$ cat src/rtl/execute_muldiv.sv
// rtl/execute_muldiv.sv - iterative RV32M multiply/divide unit for the Execute stage
//
// Ports:
//   clk_i     clock
//   resetn_i  synchronous active-low reset
//   start_i   valid M-op in Execute (held high while the instruction stalls)
//   funct3_i  RV32M op select (MUL..REMU)
//   rs1_i     operand A (multiplicand / dividend)
//   rs2_i     operand B (multiplier / divisor)
//   flush_i   Execute flush, aborts the current operation
//   busy_o    stall request to pipeline control
//   valid_o   result_o holds a retiring result this cycle
//   result_o  operation result
//
// Build option: define MULDIV_FAST_MUL_EN to compute MUL/MULH/MULHSU/MULHU
// combinationally in the start cycle; division stays iterative.
module execute_muldiv #(
    parameter int XLEN  = 32,
    parameter int CNT_W = 6
) (
    input  logic            clk_i,
    input  logic            resetn_i,
    input  logic            start_i,
    input  logic [2:0]      funct3_i,
    input  logic [XLEN-1:0] rs1_i,
    input  logic [XLEN-1:0] rs2_i,
    input  logic            flush_i,
    output logic            busy_o,
    output logic            valid_o,
    output logic [XLEN-1:0] result_o
);

    typedef enum logic [1:0] {
        IDLE = 2'd0,
        CALC = 2'd1,
        DONE = 2'd2
    } state_t;

    state_t              state;
    logic [CNT_W-1:0]    cnt;
    logic [2:0]          f3_q;
    logic [XLEN-1:0]     opa_q;      // multiplicand magnitude
    logic [XLEN-1:0]     opb_q;      // divisor magnitude
    logic                neg_q;      // negate final result
    logic [2*XLEN-1:0]   prod_q;     // {partial product, remaining multiplier bits}
    logic [XLEN:0]       rem_q;      // partial remainder
    logic [XLEN-1:0]     quo_q;      // dividend bits shifting out, quotient bits shifting in
    logic [XLEN-1:0]     result_q;

    // ---------------------------------------------------------------
    // Operand decode in IDLE
    // ---------------------------------------------------------------
    logic            sgn_a, sgn_b;
    logic            a_neg, b_neg;
    logic [XLEN-1:0] rs1_mag, rs2_mag;
    logic            is_div;
    logic            div_zero, div_ovf;
    logic [XLEN-1:0] quick_res;
    logic            mul_bypass;
    logic            start_ok;
    logic            start_neg;

    assign sgn_a = (funct3_i == 3'd1) | (funct3_i == 3'd2) |
                   (funct3_i == 3'd4) | (funct3_i == 3'd6);
    assign sgn_b = (funct3_i == 3'd1) | (funct3_i == 3'd4) | (funct3_i == 3'd6);

    assign a_neg   = sgn_a & rs1_i[XLEN-1];
    assign b_neg   = sgn_b & rs2_i[XLEN-1];
    assign rs1_mag = a_neg ? (~rs1_i + 1'b1) : rs1_i;
    assign rs2_mag = b_neg ? (~rs2_i + 1'b1) : rs2_i;

    // Remainder takes the dividend's sign; everything else the XOR of both.
    assign start_neg = (funct3_i[2] & funct3_i[1]) ? a_neg : (a_neg ^ b_neg);

    assign is_div   = funct3_i[2];
    assign div_zero = (rs2_i == '0);
    assign div_ovf  = ~funct3_i[0] &
                      (rs1_i == {1'b1, {(XLEN-1){1'b0}}}) &
                      (rs2_i == {XLEN{1'b1}});

    // funct3[1] separates REM/REMU from DIV/DIVU.
    always_comb begin
        quick_res = '0;
        if (div_zero)
            quick_res = funct3_i[1] ? rs1_i : {XLEN{1'b1}};
        else
            quick_res = funct3_i[1] ? '0 : rs1_i;
    end

`ifdef MULDIV_FAST_MUL_EN
    logic signed [XLEN:0]     fm_a, fm_b;
    logic signed [2*XLEN-1:0] fm_p;
    logic [XLEN-1:0]          fast_res;
    logic                     fast_hit;

    assign mul_bypass = ~funct3_i[2];
    assign fm_a       = {sgn_a & rs1_i[XLEN-1], rs1_i};
    assign fm_b       = {sgn_b & rs2_i[XLEN-1], rs2_i};
    assign fm_p       = fm_a * fm_b;
    assign fast_res   = (funct3_i == 3'd0) ? fm_p[XLEN-1:0] : fm_p[2*XLEN-1:XLEN];
    assign fast_hit   = (state == IDLE) & start_i & ~flush_i & mul_bypass;
`else
    assign mul_bypass = 1'b0;
`endif

    assign start_ok = start_i & ~flush_i & ~mul_bypass;

    // ---------------------------------------------------------------
    // Iteration step
    // ---------------------------------------------------------------
    logic [XLEN:0]     mul_sum;
    logic [2*XLEN-1:0] prod_nxt;
    logic [XLEN:0]     rem_shift;
    logic [XLEN+1:0]   rem_diff;
    logic              rem_ok;
    logic [XLEN:0]     rem_nxt;
    logic [XLEN-1:0]   quo_nxt;

    // Shift-add: add multiplicand into the upper half when the current
    // multiplier LSB is set, then shift the whole accumulator right.
    assign mul_sum  = {1'b0, prod_q[2*XLEN-1:XLEN]} +
                      (prod_q[0] ? {1'b0, opa_q} : {(XLEN+1){1'b0}});
    assign prod_nxt = {mul_sum, prod_q[XLEN-1:1]};

    // Restoring division: keep the trial subtraction only if it did not borrow.
    assign rem_shift = {rem_q[XLEN-1:0], quo_q[XLEN-1]};
    assign rem_diff  = {1'b0, rem_shift} - {2'b00, opb_q};
    assign rem_ok    = ~rem_diff[XLEN+1];
    assign rem_nxt   = rem_ok ? rem_diff[XLEN:0] : rem_shift;
    assign quo_nxt   = {quo_q[XLEN-2:0], rem_ok};

    // Final result, formed from the last iteration's values.
    logic [2*XLEN-1:0] prod_fix;
    logic [XLEN-1:0]   quo_fix, rem_fix;
    logic [XLEN-1:0]   calc_res;

    assign prod_fix = neg_q ? (~prod_nxt + 1'b1) : prod_nxt;
    assign quo_fix  = neg_q ? (~quo_nxt + 1'b1) : quo_nxt;
    assign rem_fix  = neg_q ? (~rem_nxt[XLEN-1:0] + 1'b1) : rem_nxt[XLEN-1:0];

    always_comb begin
        calc_res = '0;
        case (f3_q)
            3'd0:                calc_res = prod_fix[XLEN-1:0];
            3'd1, 3'd2, 3'd3:    calc_res = prod_fix[2*XLEN-1:XLEN];
            3'd4, 3'd5:          calc_res = quo_fix;
            default:             calc_res = rem_fix;
        endcase
    end

    // ---------------------------------------------------------------
    // Control FSM
    // ---------------------------------------------------------------
    always_ff @(posedge clk_i) begin
        if (!resetn_i) begin
            state    <= IDLE;
            cnt      <= '0;
            f3_q     <= '0;
            opa_q    <= '0;
            opb_q    <= '0;
            neg_q    <= 1'b0;
            prod_q   <= '0;
            rem_q    <= '0;
            quo_q    <= '0;
            result_q <= '0;
        end else if (flush_i) begin
            state <= IDLE;
        end else begin
            case (state)
                IDLE: begin
                    if (start_ok) begin
                        f3_q   <= funct3_i;
                        opa_q  <= rs1_mag;
                        opb_q  <= rs2_mag;
                        neg_q  <= start_neg;
                        prod_q <= {{XLEN{1'b0}}, rs2_mag};
                        rem_q  <= '0;
                        quo_q  <= rs1_mag;
                        cnt    <= '0;
                        if (is_div && (div_zero || div_ovf)) begin
                            result_q <= quick_res;
                            state    <= DONE;
                        end else begin
                            state <= CALC;
                        end
                    end
                end
                CALC: begin
                    if (f3_q[2]) begin
                        rem_q <= rem_nxt;
                        quo_q <= quo_nxt;
                    end else begin
                        prod_q <= prod_nxt;
                    end
                    cnt <= cnt + 1'b1;
                    if (cnt == CNT_W'(XLEN-1)) begin
                        result_q <= calc_res;
                        state    <= DONE;
                    end
                end
                // start_i seen here belongs to the instruction now retiring.
                DONE:    state <= IDLE;
                default: state <= IDLE;
            endcase
        end
    end

    // ---------------------------------------------------------------
    // Outputs
    // ---------------------------------------------------------------
    assign busy_o = (state == IDLE) ? start_ok : (state == CALC);

`ifdef MULDIV_FAST_MUL_EN
    assign valid_o  = ((state == DONE) & ~flush_i) | fast_hit;
    assign result_o = fast_hit ? fast_res : result_q;
`else
    assign valid_o  = (state == DONE) & ~flush_i;
    assign result_o = result_q;
`endif

endmodule

$ cat config.mk
export PLATFORM = sky130hd
export DESIGN_NAME = execute_muldiv
export DESIGN_NICKNAME = d
export VERILOG_FILES = /design/src/rtl/execute_muldiv.sv
export SDC_FILE = /design/constraint.sdc
export NUM_CORES = 1
export LEC_CHECK = 0
export BUFFER_PORTS_ARGS = -buffer_cell sky130_fd_sc_hd__buf_2
export CAP_MARGIN = 10
export CORE_MARGIN = 2
export CORE_UTILIZATION = 30
export DETAILED_ROUTE_END_ITERATION = 16
export GPL_TIMING_DRIVEN = 1
export HOLD_SLACK_MARGIN = 0.1
export PLACE_DENSITY = 0.45
export SYNTH_ARGS = -nofsm -noshare
export SYNTH_HDL_FRONTEND = slang
export SYNTH_SLANG_ARGS = --single-unit
$ cat constraint.sdc
create_clock -name clk_i -period 4.7 [get_ports clk_i]
set_clock_uncertainty 0.15 [all_clocks]
set_input_delay 0.235 -clock clk_i [delete_from_list [all_inputs] [get_ports clk_i]]
set_output_delay 0.235 -clock clk_i [all_outputs]
set_load 0.05 [all_outputs]
## Word-level counts from Yosys, hierarchy flattened

Cells that the tools add are included.
W data, S select, Z words.

| operators by class | value |
|---|---|
| $add $sub $neg | 8 |
| equality and inequality tests | 19 |
| mux-type cells | 32 |
| bitwise operators | 22 |
| reduce and logical (&&, ||, !) cells | 15 |

Operator list:

| cell | number |
|---|---|
| $mux W32 | 16 |
| $mux W64 | 3 |
| $pmux W32 S2 | 3 |
| $add A32 B1 Y32 const B | 4 |
| $not A32 Y32 | 4 |
| $pmux W64 S2 | 1 |
| $pmux W32 S3 | 1 |
| $add A64 B1 Y64 const B | 1 |
| $eq A32 B32 Y1 const B | 2 |
| $not A64 Y64 | 1 |
| $sub A33 B32 Y34 | 1 |
| $add A32 B32 Y33 | 1 |
| $logic_not A32 Y1 | 1 |
| $eq A3 B3 Y1 const B | 4 |
| $pmux W6 S2 | 1 |
| $ne A2 B2 Y1 const B | 5 |
| $eq A3 B2 Y1 const B | 3 |
| $reduce_and A4 Y1 | 2 |
| $and A1 B1 Y1 | 7 |
| $add A6 B1 Y6 const B | 1 |
| $eq A3 B1 Y1 const B | 2 |
| $eq A6 B5 Y1 const B | 1 |
| $mux W2 | 3 |
| $mux W6 | 1 |
| other kinds (17) | 27 |

| storage, ports and cells | value |
|---|---|
| register bits | 236 |
| bits of input ports | 71 |
| output and inout bits | 34 |
| logic and storage cells | 106 |

## Longest topological paths before layout

Gate-level depths: netlist of the first run.

| depth | value |
|---|---|
| word-level depth | 8 |
| gate-level depth with buffers | 23 |
| depth with buffers taken out | 18 |

## Worst setup path before layout of the first run

Ideal clock, no wire load.

| path | value |
|---|---|
| kind | reg-to-reg |
| start | register rem_q[11] |
| end | register result_q[28], in the netlist result_o[28] |
| library setup time | 136 ps |
| data arrival time | 4926 ps |
| required time | 4414 ps |
| setup slack | -513 ps |
| stages on the path, launching flop included | 22 |
| path buffers | 4 |
| period minus slack after synthesis | 5213 ps |
| cell sequence | dfxtp_1 -> ha_1 -> buf_2 -> nand4_1 -> or3_1 -> a211oi_2 -> o311a_1 -> or2_1 -> buf_4 -> clkbuf_1 -> clkbuf_1 -> mux2i_1 -> ha_1 -> nand2_1 -> a21oi_1 -> o211ai_1 -> nor4b_1 -> o22ai_1 -> or2_2 -> o31a_1 -> xnor2_1 -> o22ai_1 |

| between the ends | value |
|---|---|
| cells in the longest elaborated chain, start to end | 8 |
| elaborated cells between the ends (all ways) | 12 |
| classes of those cells | add/sub (3); mux (6); bitwise (3) |

Ends and longest elaborated chain:

| element | RTL line | source |
|---|---|---|
| start: declaration | 46 | `logic [XLEN:0] rem_q;` |
| start signal: assignment | 190 | `rem_q <= rem_nxt;` |
| $sub A33 B32 Y34 | 127 | `assign rem_diff = {1'b0, rem_shift} - {2'b00, opb_q};` |
| $mux W32 / $not A1 Y1 (equally long branches) | 129, 128 |  |
| $not A32 Y32, on equally long branches | 139, 138 |  |
| $add A32 B1 Y32, on equally long branches | 139, 138 |  |
| $mux W32, on equally long branches | 139, 138 |  |
| $pmux W32 S3 * | 143 | `case (f3_q)` |
| $mux W32 * | 196 | `if (cnt == CNT_W'(XLEN-1)) begin` |
| $pmux W32 S2 * | 169 | `case (state)` |
| end signal: assignment | 181 | `result_q <= quick_res;` |
| end signal: assignment | 197 | `result_q <= calc_res;` |
| end: declaration | 48 | `logic [XLEN-1:0] result_q;` |

Mark *: on every way between the ends. The rest lies on a longest branch, timed or not. The select of a mux whose other input is x is not followed.
A chain may end at the register's enable or synchronous reset.

## Final worst setup path of the first run

| path | value |
|---|---|
| start | register prod_q[0] |
| end | register result_q[30], in the netlist result_o[30] |

| between the ends | value |
|---|---|
| cells in the longest elaborated chain, start to end | 8 |

Ends and longest elaborated chain:

| element | RTL line | source |
|---|---|---|
| start: declaration | 45 | `logic [2*XLEN-1:0] prod_q;` |
| start signal: assignment | 176 | `prod_q <= {{XLEN{1'b0}}, rs2_mag};` |
| start signal: assignment | 193 | `prod_q <= prod_nxt;` |
| $mux W32 * | 122 | `(prod_q[0] ? {1'b0, opa_q} : {(XLEN+1){1'b0}});` |
| $add A32 B32 Y33 * | 121 | `assign mul_sum = {1'b0, prod_q[2*XLEN-1:XLEN]} +` |
| $not A64 Y64 | 137 | `assign prod_fix = neg_q ? (~prod_nxt + 1'b1) : prod_nxt;` |
| $add A64 B1 Y64 | 137 |  |
| $mux W64 * | 137 |  |
| $pmux W32 S3 * | 143 |  |
| $mux W32 * | 196 |  |
| $pmux W32 S2 * | 169 |  |

Marked as above.

==> impl_results.md, run 1 <==
* Outcome: complete, no violations
* Synth top area cells: dfxtp_1, nor2_1, a21oi_1
* Synthesized cell area at between 0.015 and 0.02 mm^2
* Congestion Overflow GR at 0
* CTS buffer count at 31
* Max incr delay on CP at about 0.40 ns
* Nets at between 3000 and 4000
* I/O pin count at 105
* Clock slew at the register clock pins of the worst setup and hold paths at approximately 0.06 ns
* Final Cycle Share at 96.9%
* Switching Fraction at 34.8%
* Switching pwr at roughly 2.2 mW
* PortBufs at 104
* Mapped Cells at approximately 2600
* Synth cell types at a little over 100
* Reg power frac at ~34%
* R2r setup slk at roughly 0.14 ns
* Net Count, Synth at about 2800
* Routed Antenna Nets at 0
* Antenna violations before repair at 4
* Routing usage on met2 at between 40 and 50%
* Worst EP arrival at 4.87 ns
* Number of global-route vias before repair at between 20000 and 25000
* Pwr Density at roughly 270 mW/mm^2
* GR met1 Demand/Resource at between 30% and 40%
* Post-synth top area share at ~24%
* Setup CP Type: flip-flop to flip-flop
* CP max stage cell: mux2_2
* Later-pin clock latency in the skew report at around 0.60 ns
* Leakage power at roughly 9.4 nW
* Iter 0 DRT Violations at 1889
* Layout Area Growth over Synthesis at 24.9%
* Mapped Avg Cell Area at 7.29 um^2
* Max Cap Viol at 0
* Count leader, synth: nor2_1
* Routability Congestion at 0.912
* Dominant synthesized flop cell: dfxtp_1
* DRT Pass-1 Iters at 8
* Die footprint at about 0.066 mm^2
* Complex-gate fraction of the synthesized area at between 20 and 30%
* Die X at 258 um
* First-pass GRT wire length at 131000 um
* Combinational family with the most area after synthesis: compound AO/OA/AOI/OAI gates
* Met3 usage at ~2.8%
* Most common library cells after synthesis: nor2_1, nand2_1, dfxtp_1
* Ys async rst share at 0%
* Core Region at around 0.064 mm^2
* Initial Utilization at between 30 and 40%
* Global routing's busiest layer: met2
* Family with the most delay on the worst path: compound AO/OA/AOI/OAI gates
* Yosys reg bits at about 240
* Site row count at 93
* Clock share of power at about 38%
* Gr usage total at between 20% and 30%
* Rel. slew slack at 22.6%
* Largest net degree at the start of global routing at just under 80
* Share of post-route cells with drive strength above 1 at between 10% and 20%
* Register area share after synthesis at 24.5%
* TritonCTS clock tree: yes
* Startpoint Class: flip-flop
* Design area at 0.0241 mm^2
* Drt wl/cell at 23.1 um
* Final HPWL DP at between 60000 and 70000 um
* F_max at between 0.2 and 0.25 GHz
* Total internal power at ~4.2 mW
* Max-slew violations at 0
* Drt via density at about 5.7
* Measured slew at the worst slew-check pin at around 1.2 ns
* Routed via count at 21579
* Post-synth EDFFs at 0
* Max FO, Critical Path at 29
* Clock Sink Count at roughly 240
* Fillcell total at about 7000
* VDD IR-drop max at 0.271 mV
* Power Total at approximately 6.4 mW
* Synth Area in XOR/XNOR at a little over 9%
* Final Hold Vio Count at 0
* Crit end category: flip-flop
* Max clock buf depth at 3
* Synth Warn # at 0
* Post-Synth Adder-Cell Area at between 6 and 7%
* Synth area leader: dfxtp_1
* Clk root buf: clkbuf_16
* Final min period at between 4 and 5 ns
* Final setup fails at 0
* Post-synthesis mux area share at between 1.5 and 2%
* Cell Chain, Critical Path: buf_12 -> and2_1 -> ha_1 -> a21oi_1 -> o211ai_1 -> buf_4 -> nor3_1 -> o21ai_0 -> o311ai_1 -> o21ai_0 -> buf_4 -> or3_1 -> nor3_1 -> mux2_2 -> o31ai_1 -> a41oi_1
* Critical Path RT at about 5 ns
* Total Routed Length at between 80000 and 90000 um
* Fin util at a little under two fifths
* Worst Hold Class: input pin to flip-flop
* H-tree depth at 1
* Die height at between 200 and 300 um
* Combinational share of power at approximately 28%
* DRC viols at 0
* Synth Area in Simple Gates at 24.5%
* DP Area at around 0.022 mm^2
* Worst Path Buf+Inv at 3
-- worst min-delay path: stages --
cell and delay (ns):
buf_2 0.18, xnor2_1 0.13, nand2_1 0.20, a21oi_1 0.09
-- kinds of logic (layout without fill, tap and decap cells) --
kind of cell | after synthesis | after routing
fa+ha+maj | 99 | 99
flops | 236 | 236
simple gates | 996 | 996
compound gates | 840 | 840
xor+xnor | 201 | 201
other cells | 0 | 1
buf+inv | 244 | 532
mux | 32 | 32
-- routing by layer --
metal | share of wire [%] | vias up
li1 | - | 10281
met1 | 46 | 10487
met2 | 45 | 699
met3 | 5.9 | 112
met4 | 2.8 | 0
met5 | 0 | -
-- timing repair --
action,in CTS,in global routing
setup buffers,0,2
pin swaps,2,12
hold buffers,70,0
setup endpoints to repair,9,18
endpoints found under the hold margin,159,0
resized for setup,8,58
-- power by group through the flow --
stage               sequential, mW  clock [mW]  combinational, mW
floorplan                     2.18           0               1.06
global placement              2.21           0               1.69
detailed placement            2.21           0               1.70
CTS                           2.17        2.47               1.76
global route                  2.18        2.56               1.96
finish                        2.17        2.43               1.82
-- final timing paths --
path | from | endpoint | depth (start not counted)
min | rs2_i[26] | opb_q[26] | 4
max reg2reg | prod_q[0] | result_o[30] | 16
min reg2reg | opa_q[0] | opa_q[0] | 2
max | prod_q[0] | result_o[30] | 16
-- cell usage in the layout, fill, tap and decap left out, types with 25 or more instances in the layout --
| cell type | n |
|---|---|
| ha_1 | 64 |
| xor2_1 | 85 |
| o31ai_1 | 43 |
| nor3_1 | 61 |
| inv_1 | 60 |
| mux2i_1 | 25 |
| nand2_1 | 275 |
| dlygate4sd3_1 | 70 |
| a211oi_1 | 87 |
| a31oi_1 | 45 |
| dfxtp_1 | 234 |
| buf_2 | 104 |
| and2_1 | 52 |
| o21ai_0 | 139 |
| buf_4 | 237 |
| clkbuf_16 | 31 |
| a21oi_1 | 209 |
| nor2_1 | 304 |
| maj3_1 | 26 |
| nand4_1 | 31 |
| nand3_1 | 75 |
| xnor2_1 | 113 |
| a22oi_1 | 55 |
| or3_1 | 36 |
-- through the flow --
stage	cells	hold slack [ns]	setup slack (ns)	TNS, ns
floorplan	2648	0.164	0.0267	0
global placement	3664	0.295	-0.0227	-0.0392
detailed placement	3664	0.296	-0.104	-0.212
CTS	3789	0.102	0.0113	0
global route	3791	0.140	-0.0648	-0.111
finish	3792	0.150	0.144	0
-- area by class of cell --
cell class / count / area (um^2) / area share [%]
clock buffer: 38 / 832 / 3.45
clock inverter: 17 / 178 / 0.737
antenna: 1 / 2.50 / 0.0104
sequential: 236 / 4730 / 19.6
tap: 855 / 1070 / 4.44
inverter: 64 / 245 / 1.02
multi-input combinational: 2168 / 14000 / 58.1
timing repair buffer: 413 / 3040 / 12.6
-- state kept, by name (all words and copies together), names as in the netlist --
name and count:
opa_q 32, opb_q 32, state 2, rem_q 32, result_o 32, quo_q 32, cnt 6, f3_q 3
neg_q 1, prod_q 64
No activity file was read; power rests on OpenSTA's default activity.
==> run 2, diff against run 1 <==
CORE_UTILIZATION = 55   (was 30)
PLACE_DENSITY = 0.74   (was 0.45)
==> impl_results.md, run 2 (same netlist as run 1, synthesis figures left out) <==
* Outcome: complete, no violations
* Worst EP arrival at approximately 5 ns
* Layout Area Growth over Synthesis at 19.7%
* H-tree depth at 1
* Setup CP Type: flip-flop to flip-flop
* Largest net degree at the start of global routing at 96
* Crit path top cell by count: or4_1
* Final HPWL DP at between 50000 and 60000 um
* Critical Path RT at 4.97 ns
* Switching pwr at 2.09 mW
* Switching Fraction at about 34%
* Drt wl/cell at between 20 and 25 um
* Core Region at roughly 0.035 mm^2
* DRC viols at 0
* Fillcell total at just over 3000
* Worst Path Buf+Inv at 0
* Worst R2R Start: quo_q[2]
* Clock share of power at 36.8%
* Crit path to: result_o[31]
* Clock Sink Count at about 240
* Nets at approximately 3000
* PortBufs at ~100
* Final Cycle Share at approximately 99%
* F_max at between 0.2 and 0.25 GHz
* Leakage power at 9.15 nW
* Crit end category: flip-flop
* Reg power frac at 35.3%
* Routability Congestion at between 1 and 1.5
* Startpoint Class: flip-flop
* Final setup fails at 0
* Max clock buf depth at 3
* Drt via density at roughly 6.5
* CP max stage cell: nor4_1
* Gr usage total at 39.6%
* Max FO, Critical Path at 7
* Site row count at just under 70
* Total Routed Length at ~75000 um
* RR Endpoint: result_o[31]
* Pwr Density at 266 mW/mm^2
* Routed Antenna Nets at 0
* Clk root buf: clkbuf_16
* Design area at roughly 0.023 mm^2
* PnR worst setup slack at about 0.063 ns
* Max incr delay on CP at 0.66 ns
* Sequential Area at 0.00473 mm^2
* Total internal power at 4.06 mW
* Die height at between 150 and 200 um
* Antenna violations before repair at 1
* TritonCTS clock tree: yes
* Clock slew at the register clock pins of the worst setup and hold paths at about 0.060 ns
* Max Cap Viol at 0
* Max reg flops at 64
* Initial Utilization at around 56%
* Worst Hold Class: input pin to flip-flop
* Worst r2r path cells at 10
* CP Launch Point: quo_q[2]
* Sum Neg Setup Slack at 0 ns
* R2r setup slk at 0.06 ns
* DP Area at ~0.021 mm^2
* Largest Register: prod_q
* Max-slew violations at 0
* Commonest non-fill, non-tap cell in the layout: nor2_1
* Final min period at ~4.6 ns
* Cell count along the critical path at 10
* DRT Pass-1 Iters at 8
* Final Hold Vio Count at 0
* Combinational share of power at about 28%
* RSZ-0062 raised after global routing: yes
* VDD IR-drop max at 0.286 mV
* Cell Chain, Critical Path: or4_1 -> nor4_1 -> nand2_1 -> or4_1 -> or2_1 -> or4_1 -> mux2_2 -> a221oi_1 -> a41o_1 -> o211ai_1
* CTS buffer count at 27
* First-pass GRT wire length at 114000 um
* Share of post-route cells with drive strength above 1 at about 16%
* Most frequent cells in the layout: nor2_1, nand2_1, dfxtp_1, a21oi_1, buf_4
* Congestion Overflow GR at 0
* Measured slew at the worst slew-check pin at about 1.1 ns
* I/O pin count at around 110
* Family with the most delay on the worst path: simple AND/OR/NAND/NOR gates
* Later-pin clock latency in the skew report at 0.57 ns
* Rel. slew slack at 26.9%
* Iter 0 DRT Violations at between 2000 and 3000
* Place WS at -0.0892 ns
* Routed via count at between 20000 and 25000
* Die X at around 190 um
* Number of global-route vias before repair at about 21000
* Die footprint at 0.0366 mm^2
* Multi-input gate area at 0.0139 mm^2
## run 2: cell types whose count changed in the layout (fill, tap and decap cells not counted), sizes merged
| cell | before | now |
|---|---|---|
| clkbuf | 38 | 33 |
| bufinv | 3 | 4 |
| clkinv | 11 | 8 |
| inv | 63 | 64 |
| dlygate4sd3 | 70 | 59 |
| buf | 343 | 311 |
## run 2: routing by layer
metal  wire length, um  track usage (%)  up-vias
li1                  -                -    10206
met1             31000             52.9    10339
met2             33300             62.7     1133
met3              7460             8.04      211
met4              3210             15.4        2
met5                57                0        -
## run 2: power by group through the flow
stage | combinational, mW | sequential, mW | clock (mW)
final | 1.72 | 2.17 | 2.26
after global routing | 1.83 | 2.18 | 2.34
after CTS | 1.64 | 2.16 | 2.26
after detailed placement | 1.58 | 2.21 | 0
after global placement | 1.55 | 2.20 | 0
after floorplan | 1.06 | 2.18 | 0
## run 2: worst min path at each step
stage,start,end,slack (ns),depth (start not counted)
after global routing,rs2_i[1],opb_q[1],0.11,5
after floorplan,flush_i,state[0],0.16,1
final,rs2_i[1],opb_q[1],0.07,5
after CTS,rs2_i[1],opb_q[1],0.10,5
after detailed placement,result_o[16],result_o[16],0.29,2
after global placement,result_o[16],result_o[16],0.28,2
## run 2: final cells by class
| type | instances | share of cell area [%] |
|---|---|---|
| multi-input cells | 2168 | 60.3 |
| flip-flops and latches | 236 | 20.5 |
| repair buffers | 370 | 11.7 |
| clock buffers | 33 | 3.19 |
| well taps | 455 | 2.46 |
| inverters | 64 | 1.06 |
| clock inverters | 16 | 0.845 |
| diodes | 1 | 0.0108 |
## run 2: timing repair
action                     CTS  global route
hold endpoints to repair    94             0
gates resized for setup      5            47
setup endpoints to repair    4            17
hold buffers                59             0
buffers inserted             0             7
pin swaps                    0            15
gates cloned                 0             0
## run 2: worst min-delay path: stages
cell and delay (ns):
buf_2 0.12, inv_1 0.07, o21ai_0 0.09, nand2_1 0.15
a21oi_1 0.08
## run 2: stage by stage
step / std cells / utilization, % / hold WS [ns] / power, mW
after floorplan: 2648 / - / 0.164 / 3.23
after global placement: 3226 / 61.6 / 0.284 / 3.76
after detailed placement: 3227 / 61.6 / 0.289 / 3.79
after CTS: 3335 / 66.1 / 0.101 / 6.06
after global routing: 3342 / 66.9 / 0.107 / 6.35
final: 3343 / 66.9 / 0.0713 / 6.15
